[src/rtl/mem_arbiter_if.sv]
// mem_arbiter_if: request, response and RAM-port signals shared by the arbiter and its requesters/RAM.
interface mem_arbiter_if;
    logic        iREN;
    logic [31:0] iaddr;
    logic [31:0] iload;
    logic        iwait;
    logic        dREN;
    logic        dWEN;
    logic        datomic;
    logic [31:0] daddr;
    logic [31:0] dstore;
    logic [31:0] dload;
    logic        dwait;
    logic        ramREN;
    logic        ramWEN;
    logic [31:0] ramaddr;
    logic [31:0] ramstore;
    logic [31:0] ramload;
    logic [1:0]  ramstate;

    modport slave (
        input  iREN, iaddr, dREN, dWEN, datomic, daddr, dstore, ramload, ramstate,
        output iload, iwait, dload, dwait, ramREN, ramWEN, ramaddr, ramstore
    );

    modport master (
        output iREN, iaddr, dREN, dWEN, datomic, daddr, dstore, ramload, ramstate,
        input  iload, iwait, dload, dwait, ramREN, ramWEN, ramaddr, ramstore
    );
endinterface

[src/rtl/mem_arbiter.sv]
// mem_arbiter: registered-grant arbiter sharing one RAM port, data first with bounded instruction starvation.
// Define LLSC_EN to add the LL/SC link register; without it datomic is ignored.
module mem_arbiter #(
    parameter int STARVE_MAX = 4
) (
    input logic         CLK,
    input logic         nRST,
    mem_arbiter_if.slave bus
);
    typedef enum logic [1:0] {IDLE, IGNT, DGNT} state_t;

    state_t     state, state_n;
    logic [3:0] scnt;
    logic       dreq, access, d_done, sc, sc_fail;

    assign dreq   = bus.dREN | bus.dWEN;
    assign access = bus.ramstate == 2'd2;
    assign d_done = (state == DGNT) & dreq & access;

`ifdef LLSC_EN
    logic [31:0] linkaddr;
    logic        linkvalid;
    assign sc      = bus.dWEN & bus.datomic;
    // A doomed SC is answered from IDLE without touching the RAM; reset masks it off.
    assign sc_fail = nRST & (state == IDLE) & sc & ~(linkvalid & (bus.daddr == linkaddr));
    always_ff @(posedge CLK or negedge nRST) begin
        if (!nRST) begin
            linkaddr  <= 32'd0;
            linkvalid <= 1'b0;
        end else if (d_done) begin
            if (bus.dWEN) begin
                if (bus.datomic || bus.daddr == linkaddr) linkvalid <= 1'b0;
            end else if (bus.datomic) begin
                linkaddr  <= bus.daddr;
                linkvalid <= 1'b1;
            end
        end
    end
`else
    logic unused_datomic;
    assign unused_datomic = bus.datomic;
    assign sc      = 1'b0;
    assign sc_fail = 1'b0;
`endif

    always_ff @(posedge CLK or negedge nRST) begin
        if (!nRST) state <= IDLE;
        else       state <= state_n;
    end

    always_ff @(posedge CLK or negedge nRST) begin
        if (!nRST) scnt <= 4'd0;
        else if (!bus.iREN || (state == IDLE && state_n == IGNT)) scnt <= 4'd0;
        else if (d_done && scnt < 4'(STARVE_MAX)) scnt <= scnt + 4'd1;
    end

    always_comb begin
        state_n      = state;
        bus.ramREN   = 1'b0;
        bus.ramWEN   = 1'b0;
        bus.ramaddr  = 32'd0;
        bus.ramstore = 32'd0;
        bus.iwait    = 1'b1;
        bus.dwait    = 1'b1;
        bus.iload    = 32'd0;
        bus.dload    = 32'd0;
        case (state)
            IDLE: begin
                bus.dwait = ~sc_fail;
                state_n   = sc_fail ? IDLE :
                            (dreq && (!bus.iREN || scnt < 4'(STARVE_MAX))) ? DGNT :
                            bus.iREN ? IGNT : IDLE;
            end
            IGNT: begin
                bus.ramREN  = bus.iREN;
                bus.ramaddr = bus.iaddr;
                bus.iwait   = ~(bus.iREN & access);
                bus.iload   = (bus.iREN & access) ? bus.ramload : 32'd0;
                state_n     = (!bus.iREN || access) ? IDLE : IGNT;
            end
            DGNT: begin
                // Enables follow the live request so an abandoned access stops at once.
                bus.ramaddr  = bus.daddr;
                bus.ramWEN   = bus.dWEN;
                bus.ramREN   = bus.dREN & ~bus.dWEN;
                bus.ramstore = bus.dWEN ? bus.dstore : 32'd0;
                bus.dwait    = ~d_done;
                bus.dload    = !d_done ? 32'd0 : bus.dWEN ? {31'd0, sc} : bus.ramload;
                state_n      = (!dreq || access) ? IDLE : DGNT;
            end
            default: state_n = IDLE;
        endcase
    end
endmodule

[src/flat_wrapper.sv]
// flat-port wrapper written by rule: the top's interface ports become plain ports
module mem_arbiter_flat 
#(
    parameter int STARVE_MAX = 4
)
  (CLK, nRST, bus_iREN, bus_iaddr, bus_dREN, bus_dWEN, bus_datomic, bus_daddr, bus_dstore, bus_ramload, bus_ramstate, bus_iload, bus_iwait, bus_dload, bus_dwait, bus_ramREN, bus_ramWEN, bus_ramaddr, bus_ramstore);
  mem_arbiter_if bus_i ();
  input logic CLK;
  input logic nRST;
  input wire logic [$bits(bus_i.iREN)-1:0] bus_iREN;
  input wire logic [$bits(bus_i.iaddr)-1:0] bus_iaddr;
  input wire logic [$bits(bus_i.dREN)-1:0] bus_dREN;
  input wire logic [$bits(bus_i.dWEN)-1:0] bus_dWEN;
  input wire logic [$bits(bus_i.datomic)-1:0] bus_datomic;
  input wire logic [$bits(bus_i.daddr)-1:0] bus_daddr;
  input wire logic [$bits(bus_i.dstore)-1:0] bus_dstore;
  input wire logic [$bits(bus_i.ramload)-1:0] bus_ramload;
  input wire logic [$bits(bus_i.ramstate)-1:0] bus_ramstate;
  output wire logic [$bits(bus_i.iload)-1:0] bus_iload;
  output wire logic [$bits(bus_i.iwait)-1:0] bus_iwait;
  output wire logic [$bits(bus_i.dload)-1:0] bus_dload;
  output wire logic [$bits(bus_i.dwait)-1:0] bus_dwait;
  output wire logic [$bits(bus_i.ramREN)-1:0] bus_ramREN;
  output wire logic [$bits(bus_i.ramWEN)-1:0] bus_ramWEN;
  output wire logic [$bits(bus_i.ramaddr)-1:0] bus_ramaddr;
  output wire logic [$bits(bus_i.ramstore)-1:0] bus_ramstore;
  assign bus_i.iREN = bus_iREN;
  assign bus_i.iaddr = bus_iaddr;
  assign bus_i.dREN = bus_dREN;
  assign bus_i.dWEN = bus_dWEN;
  assign bus_i.datomic = bus_datomic;
  assign bus_i.daddr = bus_daddr;
  assign bus_i.dstore = bus_dstore;
  assign bus_i.ramload = bus_ramload;
  assign bus_i.ramstate = bus_ramstate;
  assign bus_iload = bus_i.iload;
  assign bus_iwait = bus_i.iwait;
  assign bus_dload = bus_i.dload;
  assign bus_dwait = bus_i.dwait;
  assign bus_ramREN = bus_i.ramREN;
  assign bus_ramWEN = bus_i.ramWEN;
  assign bus_ramaddr = bus_i.ramaddr;
  assign bus_ramstore = bus_i.ramstore;
  mem_arbiter #(.STARVE_MAX(STARVE_MAX)) u_core (.CLK(CLK), .nRST(nRST), .bus(bus_i));
endmodule
[config.mk]
export PLATFORM = sky130hd
export DESIGN_NAME = mem_arbiter_flat
export DESIGN_NICKNAME = d
export VERILOG_FILES = /design/src/rtl/mem_arbiter_if.sv /design/src/rtl/mem_arbiter.sv /design/src/flat_wrapper.sv
export SDC_FILE = /design/constraint.sdc
export NUM_CORES = 1
export LEC_CHECK = 0
export ABC_CLOCK_PERIOD_IN_PS = 1700
export CORE_AREA = 2 2 103 105
export CTS_CLUSTER_SIZE = 14
export DETAILED_ROUTE_END_ITERATION = 8
export DIE_AREA = 0 0 105 107
export PLACE_DENSITY_LB_ADDON = 0.1
export SLEW_MARGIN = 25
export SYNTH_ARGS = -nofsm -noshare
export SYNTH_HDL_FRONTEND = slang
export SYNTH_SLANG_ARGS = --single-unit
[constraint.sdc]
create_clock -name CLK -period 1.7 [get_ports CLK]
set_input_delay 0.34 -clock CLK [delete_from_list [all_inputs] [get_ports CLK]]
set_output_delay 0.34 -clock CLK [all_outputs]
set_load 0.03 [all_outputs]
==> flow_metrics.py, run 1 <==
metrics = {
    "clock_network": {
        "cts.path.max_buffers": 2,
        "cts_root_buffer": "clkbuf_8",
        "cts_buffers": 3,
        "hold_buffers": 0,
        "cts.sinks": 6,
        "cts_tree": "yes",
        "clkTransAtPathRegs_ns": 0.03,
        "clock_latency_ns": 0.22,
        "cts_max_level": 1,
    },
    "run_status": {
        "violations": "negative setup slack",
        "outcome": "complete, but fails checks",
    },
    "synthesis": {
        "yosys-top-cells-count": "and2_1 (65), nor2b_1 (33), a22oi_1 (32), and3_1 (32), clkbuf_1 (9)",
        "yosys_warnings": 0,
        "synth_ff_type": "dfrtp_1",
        "synth_top_area_share_pct": 25.04,
        "synth.distinct_cells": 32,
        "syn_nets": 371,
        "synth.most_common_cell": "and2_1",
        "synth.avg_cell_area_um2": 7.061,
        "async_flop_share_pct": 100.0,
        "syn_inst": 230,
        "ys_seq_area_share_pct": 9.245,
        "synth_area_mm2": 0.001624,
        "synth_area_leader_cell": "and2_1",
        "netlist_top_cells_area": "and2_1 (25%), a22oi_1 (15%), nor2b_1 (13%)",
        "yosys_register_bits": 6,
        "synth-edff-count": 0,
    },
    "grt": {
        "grt_usage_pct": 17.96,
        "grt_max_degree": 33,
        "antenna_found_initial": 0,
        "grt_overflow": 0,
        "grt_pass1_vias": 3151,
        "grt_pass1_wl_um": 16180,
    },
    "critical_path": {
        "worstPathRequired_ns": 1.36,
        "worstSetupEndpointType": "output port",
        "cpMaxStageDelayCell": "dfrtp_1",
        "path_cells": "buf_4 > ha_4 > nand2_4 > nor2_4 > buf_4 > buf_6 > and2_2 > buf_6",
        "path_class": "reg -> out",
        "critPathMaxFanout": 5,
        "start_kind": "register",
        "slowest_delay_ns": 0.40,
        "cp.arrival_ns": 1.69,
    },
    "sta": {
        "post-route-period-util_pct": 119.5,
        "tightestPinTransition_ns": 0.3834,
        "rsz0062_at_grt": "true",
        "finalHoldViolations": 0,
        "setup_viol": 132,
        "finalWorstPathRequiredPeriod_ns": 2.032,
        "slew_violations": 0,
        "layout_setup_ws_ns": -0.3319,
        "tns_ns": -31.79,
        "max_clock_freq_ghz": 0.4922,
        "slew_headroom_pct": 74.35,
        "skew_ns": 0.001068,
    },
    "route": {
        "dr.pass1.iters": 4,
        "vias": 2925,
        "via_per_inst": 4.452,
        "ant_nets": 0,
        "drt_iter0_drc": 85,
        "finalWirelength_um": 10980,
        "drcViolationCount": 0,
        "routedWlPerCell_um": 16.71,
    },
    "placement": {
        "hpwlAfterDp_um": 7584,
        "port_buffers": 266,
        "place_area_mm2": 0.004519,
        "post-place-ws_ns": -0.3186,
        "place.gp.congestion": 0.7849,
    },
    "die": {
        "fp.dieH_um": 107,
        "io_pins": 268,
        "num_rows": 37,
        "dieWidth_um": 105,
        "die_area_mm2": 0.01124,
        "core_area_mm2": 0.01009,
        "initial_core_util_pct": 16.09,
    },
    "finish": {
        "antenna_cells": 0,
        "drive_above_1_share_pct": 66.03,
        "fillers": 848,
        "fin_nets": 664,
        "multiInputGateArea_mm2": 0.001976,
        "stdcell_area_mm2": 0.006031,
        "final_util_pct": 59.76,
        "regArea_um2": 151.4,
        "area_delta_synth_final_pct": 271.3,
    },
    "power_and_ir_drop": {
        "power_mw": 6.306,
        "cellPowerDensity_mw_per_mm2": 1046,
        "leakagePower_nw": 2.598,
        "ir_drop_mv": 0.7612,
    },
    "job": {
        "drv_cap": 0,
    },
    "hold_path": {
        "min_path_type": "in -> async",
    },
}
worst paths after layout:
kind	from	end	slack [ns]	depth (start not counted)
min in group CLK	u_core.scnt[1]	u_core.scnt[1]	0.56	2
min	nRST	u_core.scnt[0]	0.36	1
max reg2reg	u_core.state[0]	u_core.scnt[3]	0.01	8
max	u_core.state[0]	bus_iload[16]	-0.33	8
min reg2reg	u_core.scnt[1]	u_core.scnt[1]	0.56	2
max in group asynchronous	nRST	u_core.state[1]	1.11	1
cell usage in the layout, fill, tap and decap left out, drive strengths merged, types with 3 or more instances in the layout:
cell	synthesis	layout
nor2	4	4
and3	32	32
inv	5	5
clkdlybuf4s50	0	133
a211oi	3	3
a22oi	32	32
nor2b	33	33
nand2	3	3
clkbuf	15	3
and2	65	65
dfrtp	6	6
buf	9	177
ha	5	5
layer usage:
layer / vias to the layer above / part of all wire (%) / track usage (%)
met1: 1367 / 32 / 17.55
met2: 160 / 56 / 36.27
met5: - / 0 / 0
li1: 1386 / - / -
met4: 0 / 1.5 / 3.810
met3: 12 / 9.9 / 5.957
repair_timing:
item / CTS / global route
pin swaps: 4 / 4
cloned: 12 / 0
resized for setup: 206 / 57
buffers inserted: 13 / 3
endpoints found under the setup margin: 132 / 133
sequential cells by signal, summed over array words and instances, names as in the netlist:
signal / count
u_core.state: 2
u_core.scnt: 4
cell families (layout without fill, tap and decap cells):
logic type,count (synthesis),after routing,share of synthesized area (%)
AO/OA/AOI/OAI,45,45,22.88
adder cells (fa/ha/maj),5,5,3.852
flip-flops,6,6,9.245
buffers and inverters,29,320,8.397
AND/OR/NAND/NOR,145,145,55.62
where the power goes:
group / total, mW / internal (mW) / leakage [nW] / switching (mW)
Clock: 0.207 / 0.152 / 0.0216 / 0.0555
Combinational: 5.91 / 3.44 / 2.50 / 2.47
Sequential: 0.189 / 0.165 / 0.0800 / 0.0241
Total: 6.31 / 3.76 / 2.60 / 2.55
stage by stage:
stage	hold WS, ns	instances
3_5_place_dp	0.5706	629
4_1_cts	0.3708	657
3_3_place_gp	0.5579	629
6_report	0.3595	657
5_1_grt	0.3871	657
2_1_floorplan	0.04441	230
worst max-delay path, delay by kind of cell (launching register included):
family,cells,cell delay [ns]
adders and majority gates,1,0.19
buffers and inverters,4,0.55
DFF,1,0.40
and+or+nand+nor,3,0.33
area by class of cell:
class | instances | share of cell area [%]
clock buffer | 3 | 0.6846
tap | 136 | 2.822
inverter | 5 | 0.3112
multi-input combinational | 195 | 32.76
timing repair buffer | 312 | 60.91
sequential | 6 | 2.510
Note: power is estimated with default switching activity, not from simulation.
==> run 2: changes to the inputs <==
==> constraint.sdc (replaced) <==
create_clock -name CLK -period 1.7 [get_ports CLK]
set_input_delay 0.34 -clock CLK [delete_from_list [all_inputs] [get_ports CLK]]
set_output_delay 0.34 -clock CLK [all_outputs]
set_load 0.1 [all_outputs]
==> flow_metrics.py, run 2 (synthesis results as in run 1) <==
metrics = {
    "die": {
        "io_pins": 268,
        "die_area_mm2": 0.01124,
        "dieWidth_um": 105,
        "num_rows": 37,
        "initial_core_util_pct": 16.09,
        "fp.dieH_um": 107,
        "core_area_mm2": 0.01009,
    },
    "clock_network": {
        "cts.path.max_buffers": 2,
        "cts.sinks": 6,
        "clkTransAtPathRegs_ns": 0.03,
        "cts_buffers": 3,
        "clock_latency_ns": 0.22,
        "cts_root_buffer": "clkbuf_8",
        "hold_buffers": 0,
        "cts_max_level": 1,
        "cts_tree": "yes",
    },
    "route": {
        "routedWlPerCell_um": 18.24,
        "dr.pass1.iters": 4,
        "drt_iter0_drc": 53,
        "drcViolationCount": 0,
        "ant_nets": 0,
        "vias": 2911,
        "via_per_inst": 4.478,
        "finalWirelength_um": 11860,
    },
    "sta": {
        "layout_setup_ws_ns": -0.3607,
        "setup_viol": 136,
        "skew_ns": 0.002147,
        "holdWs_ns": 0.3549,
        "rsz0062_at_grt": "true",
        "tns_ns": -41.04,
        "finalHoldViolations": 0,
        "tightestPinTransition_ns": 0.4125,
        "max_clock_freq_ghz": 0.4853,
        "slew_headroom_pct": 72.40,
        "post-route-period-util_pct": 121.2,
        "finalWorstPathRequiredPeriod_ns": 2.061,
        "slew_violations": 0,
    },
    "finish": {
        "final_cell_mix": "buf_12 (140), clkdlybuf4s50_1 (133), and2_4 (65)",
        "regArea_um2": 151.4,
        "top_regs": "u_core.scnt x4, u_core.state x2",
        "multiInputGateArea_mm2": 0.002151,
        "drive_above_1_share_pct": 68.87,
        "top_register": "u_core.scnt",
        "fillers": 747,
        "antenna_cells": 0,
        "fin_nets": 657,
        "area_delta_synth_final_pct": 339.7,
        "stdcell_area_mm2": 0.007141,
        "final_common_cell": "buf_12",
        "largest_reg_flops": 4,
    },
    "critical_path": {
        "r2r_cells": 8,
        "cp.arrival_ns": 1.72,
        "crit-reg2reg-launch": "u_core.state[1]",
        "r2r_setup_slack_ns": -0.21,
        "start_kind": "register",
        "worstSetupEndpointType": "output port",
        "reg2reg_to": "u_core.scnt[0]",
        "critPathMaxFanout": 8,
        "path_class": "reg -> out",
        "worstPathRequired_ns": 1.36,
    },
    "job": {
        "drv_cap": 0,
    },
    "hold_path": {
        "min_path_type": "in -> async",
    },
    "placement": {
        "place.gp.congestion": 0.7658,
        "place_area_mm2": 0.006346,
        "port_buffers": 266,
        "hpwlAfterDp_um": 8884,
    },
    "power_and_ir_drop": {
        "cellPowerDensity_mw_per_mm2": 1282,
        "intPower_mw": 4.258,
        "power_mw": 9.151,
        "seq_power_share_pct": 2.1,
        "leakagePower_nw": 2.860,
        "comb_power_share_pct": 95.6,
        "ir_drop_mv": 1.014,
        "switching_share_pct": 53.47,
        "p_switching_mw": 4.893,
        "p_clk_share_pct": 2.3,
    },
    "grt": {
        "grt_pass1_wl_um": 17990,
        "grt_overflow": 0,
        "grt_usage_pct": 20.11,
        "grt_max_degree": 37,
        "antenna_found_initial": 0,
        "grt_pass1_vias": 3187,
    },
    "run_status": {
        "outcome": "complete, but fails checks",
        "violations": "negative setup slack",
    },
}
run 2: cell types whose count changed in the layout (fill, tap and decap cells not counted), sizes merged:
cell / previous run / this run
buf: 177 / 168
clkbuf: 3 / 5
clkinvlp: 0 / 1
inv: 5 / 4
run 2: timing repair:
action / CTS / global route
hold endpoints to repair: 0 / 0
pin swaps: 3 / 15
gates cloned: 10 / 2
setup buffers: 12 / 3
endpoints found under the setup margin: 132 / 137
resized for setup: 87 / 17
run 2: metal layers:
metal | track usage, % | vias to the layer above | part of all wire, %
li1 | - | 1372 | -
met3 | 4.438 | 8 | 7.5
met5 | 0 | - | 0
met1 | 22.15 | 1353 | 36
met2 | 39.52 | 178 | 55
met4 | 3.524 | 0 | 1.1
run 2: power groups by stage:
stage,combinational (mW),clock [mW],sequential [mW]
6_report,8.75,0.210,0.191
5_1_grt,9.02,0.214,0.192
4_1_cts,8.78,0.215,0.190
3_5_place_dp,7.23,0,0.182
3_3_place_gp,7.20,0,0.178
2_1_floorplan,4.72,0,0.176
run 2: layout make-up:
cell class | count | share of cell area (%)
multi-input combinational | 195 | 30.12
timing repair buffer | 305 | 64.48
clock buffer | 3 | 0.5782
inverter | 5 | 0.3154
tap | 136 | 2.383
sequential | 6 | 2.120
run 2: worst max-delay path by stage:
stage / slack (ns) / from / depth (start not counted) / to
2_1_floorplan: -0.16 / u_core.state[0] / 6 / bus_ramaddr[18]
3_3_place_gp: -0.34 / bus_dWEN / 6 / bus_dload[31]
3_5_place_dp: -0.34 / bus_dWEN / 6 / bus_dload[31]
4_1_cts: -0.39 / u_core.state[0] / 8 / bus_dload[0]
5_1_grt: -0.42 / u_core.state[1] / 7 / bus_iload[22]
6_report: -0.36 / u_core.state[1] / 7 / bus_ramaddr[25]
run 2: worst max-delay path: stages (launching register included):
cell and delay, ns:
dfrtp_2 0.40, inv_2 0.07, buf_6 0.12, ha_4 0.29, buf_6 0.14, buf_16 0.12, nor2b_4 0.16, buf_12 0.18
run 2: stage by stage:
step / setup slack [ns] / cells / utilization, %
6_report: -0.3607 / 650 / 70.75
5_1_grt: -0.4152 / 650 / 70.75
4_1_cts: -0.3939 / 650 / 70.49
3_5_place_dp: -0.3400 / 625 / 62.88
3_3_place_gp: -0.3407 / 625 / 62.88
2_1_floorplan: -0.1606 / 230 / -
==> run 3: changes to the inputs <==
--- a/config.mk
+++ b/config.mk
@@ -6,10 +6,12 @@
 export NUM_CORES = 1
 export LEC_CHECK = 0
 export ABC_CLOCK_PERIOD_IN_PS = 1700
+export CAP_MARGIN = 5
 export CORE_AREA = 2 2 103 105
 export CTS_CLUSTER_SIZE = 14
 export DETAILED_ROUTE_END_ITERATION = 8
 export DIE_AREA = 0 0 105 107
+export DONT_BUFFER_PORTS = 1
 export PLACE_DENSITY_LB_ADDON = 0.1
 export SLEW_MARGIN = 25
 export SYNTH_ARGS = -nofsm -noshare
==> flow_metrics.py, run 3 (synthesis results as in run 1) <==
metrics = {
    "finish": {
        "final_cell_mix": "buf_12 (108), and2_4 (65), a22oi_2 (32), nor2b_4 (32), and3_2 (32)",
        "drive_above_1_share_pct": 92.53,
        "final_util_pct": 50.01,
        "antenna_cells": 0,
        "final_common_cell": "buf_12",
        "fin_nets": 491,
        "top_register": "u_core.scnt",
        "regArea_um2": 151.4,
        "multiInputGateArea_mm2": 0.002032,
        "area_delta_synth_final_pct": 210.8,
        "fillers": 875,
        "stdcell_area_mm2": 0.005047,
        "largest_reg_flops": 4,
        "top_regs": "u_core.scnt x4, u_core.state x2",
    },
    "critical_path": {
        "worstSetupEndpointType": "output port",
        "cp.arrival_ns": 1.70,
        "critPathMaxFanout": 6,
        "worstPathRequired_ns": 1.36,
        "start_kind": "register",
        "path_class": "reg -> out",
    },
    "power_and_ir_drop": {
        "cellPowerDensity_mw_per_mm2": 1633,
        "power_mw": 8.243,
        "leakagePower_nw": 2.102,
        "ir_drop_mv": 1.087,
    },
    "clock_network": {
        "clkTransAtPathRegs_ns": 0.04,
        "cts_max_level": 1,
        "cts_buffers": 3,
        "cts_root_buffer": "clkbuf_8",
        "clock_latency_ns": 0.22,
        "cts_tree": "yes",
        "cts.path.max_buffers": 2,
        "cts.sinks": 6,
    },
    "placement": {
        "place_area_mm2": 0.004372,
        "port_buffers": 0,
        "place.gp.congestion": 0.7188,
        "hpwlAfterDp_um": 6978,
    },
    "route": {
        "ant_nets": 0,
        "drcViolationCount": 0,
        "via_per_inst": 4.717,
        "vias": 2283,
        "dr.pass1.iters": 4,
        "finalWirelength_um": 10000,
        "wl_met2_um": 5809,
        "drt_iter0_drc": 60,
        "routedWlPerCell_um": 20.66,
        "wl_met1_um": 3402,
        "top_layer_used": "met4",
        "dr_wl_met3_um": 766,
    },
    "sta": {
        "slew_violations": 0,
        "tns_ns": -35.37,
        "rsz0062_at_grt": "true",
        "tightestPinTransition_ns": 0.4259,
        "post-route-period-util_pct": 119.8,
        "skew_ns": 0.001003,
        "slew_headroom_pct": 71.24,
        "max_clock_freq_ghz": 0.4912,
        "finalHoldViolations": 0,
        "holdWs_ns": 0.4048,
        "layout_setup_ws_ns": -0.3358,
        "finalWorstPathRequiredPeriod_ns": 2.036,
        "setup_viol": 136,
    },
    "grt": {
        "grt_pass1_vias": 2184,
        "grt_pass1_wl_um": 12230,
        "grt_overflow": 0,
        "antenna_found_initial": 0,
        "grt_usage_pct": 13.92,
        "grt_max_degree": 38,
    },
    "die": {
        "die_area_mm2": 0.01124,
        "dieWidth_um": 105,
        "fp.dieH_um": 107,
        "initial_core_util_pct": 16.09,
        "core_area_mm2": 0.01009,
        "io_pins": 268,
        "num_rows": 37,
    },
    "hold_path": {
        "min_path_type": "in -> reg",
    },
    "run_status": {
        "violations": "negative setup slack",
        "outcome": "complete, but fails checks",
    },
    "job": {
        "drv_cap": 0,
    },
}
run 3: changes by cell type in the layout (fill, tap and decap cells not counted), moves of 2 or more:
cell,before,now
a22oi_1,5,0
a22oi_2,27,32
and3_2,0,32
and3_4,32,0
buf_12,140,108
buf_16,6,3
buf_8,4,1
clkbuf_16,2,8
clkdlybuf4s50_1,133,0
o41ai_1,0,2
o41ai_2,2,0
run 3: area by class of cell:
| class | count | share of cell area, % |
|---|---|---|
| tap | 136 | 3.371 |
| clock buffer | 3 | 0.8180 |
| multi-input combinational | 195 | 40.26 |
| inverter | 5 | 0.4958 |
| timing repair buffer | 139 | 52.06 |
| sequential | 6 | 3.000 |
run 3: layer usage:
layer / vias to the layer above / global-route usage (%)
li1: 1039 / -
met4: 0 / 2.190
met3: 2 / 3.161
met1: 1086 / 14.23
met2: 156 / 28.80
met5: - / 0
run 3: repair_timing:
item / in CTS / in global routing
endpoints found under the hold margin: 6 / 0
hold buffers: 1 / 0
buffers inserted: 6 / 7
endpoints found under the setup margin: 132 / 136
resized for setup: 29 / 31
cloned: 4 / 10
pin swaps: 11 / 21
run 3: final timing paths:
kind,startpoint,endpoint,slack (ns),depth (start not counted)
max,u_core.state[1],bus_iload[2],-0.34,7
min,bus_iREN,u_core.state[0],0.40,2
min reg2reg,u_core.scnt[1],u_core.scnt[1],0.57,2
max reg2reg,u_core.state[1],u_core.scnt[1],-0.18,7
max in group asynchronous,nRST,u_core.state[1],1.06,1
min in group asynchronous,nRST,u_core.scnt[3],0.42,1
run 3: per-stage QoR:
step	worst slack [ns]	instances
detailed placement	-0.1591	455
CTS	-0.3525	469
global route	-0.3900	484
finish	-0.3358	484
global placement	-0.1459	455
floorplan	-0.1606	230
run 3: worst max-delay path: stages, from the launching register on:
cell and delay [ns]:
dfrtp_2 0.44, inv_4 0.08, ha_4 0.16, nand2_4 0.06
nor2_4 0.13, buf_6 0.14, clkbuf_16 0.14, and2_4 0.33
run 3: power breakdown:
group	internal (mW)	switching, mW
Combinational	3.23	4.61
Clock	0.152	0.0546
Sequential	0.165	0.0272
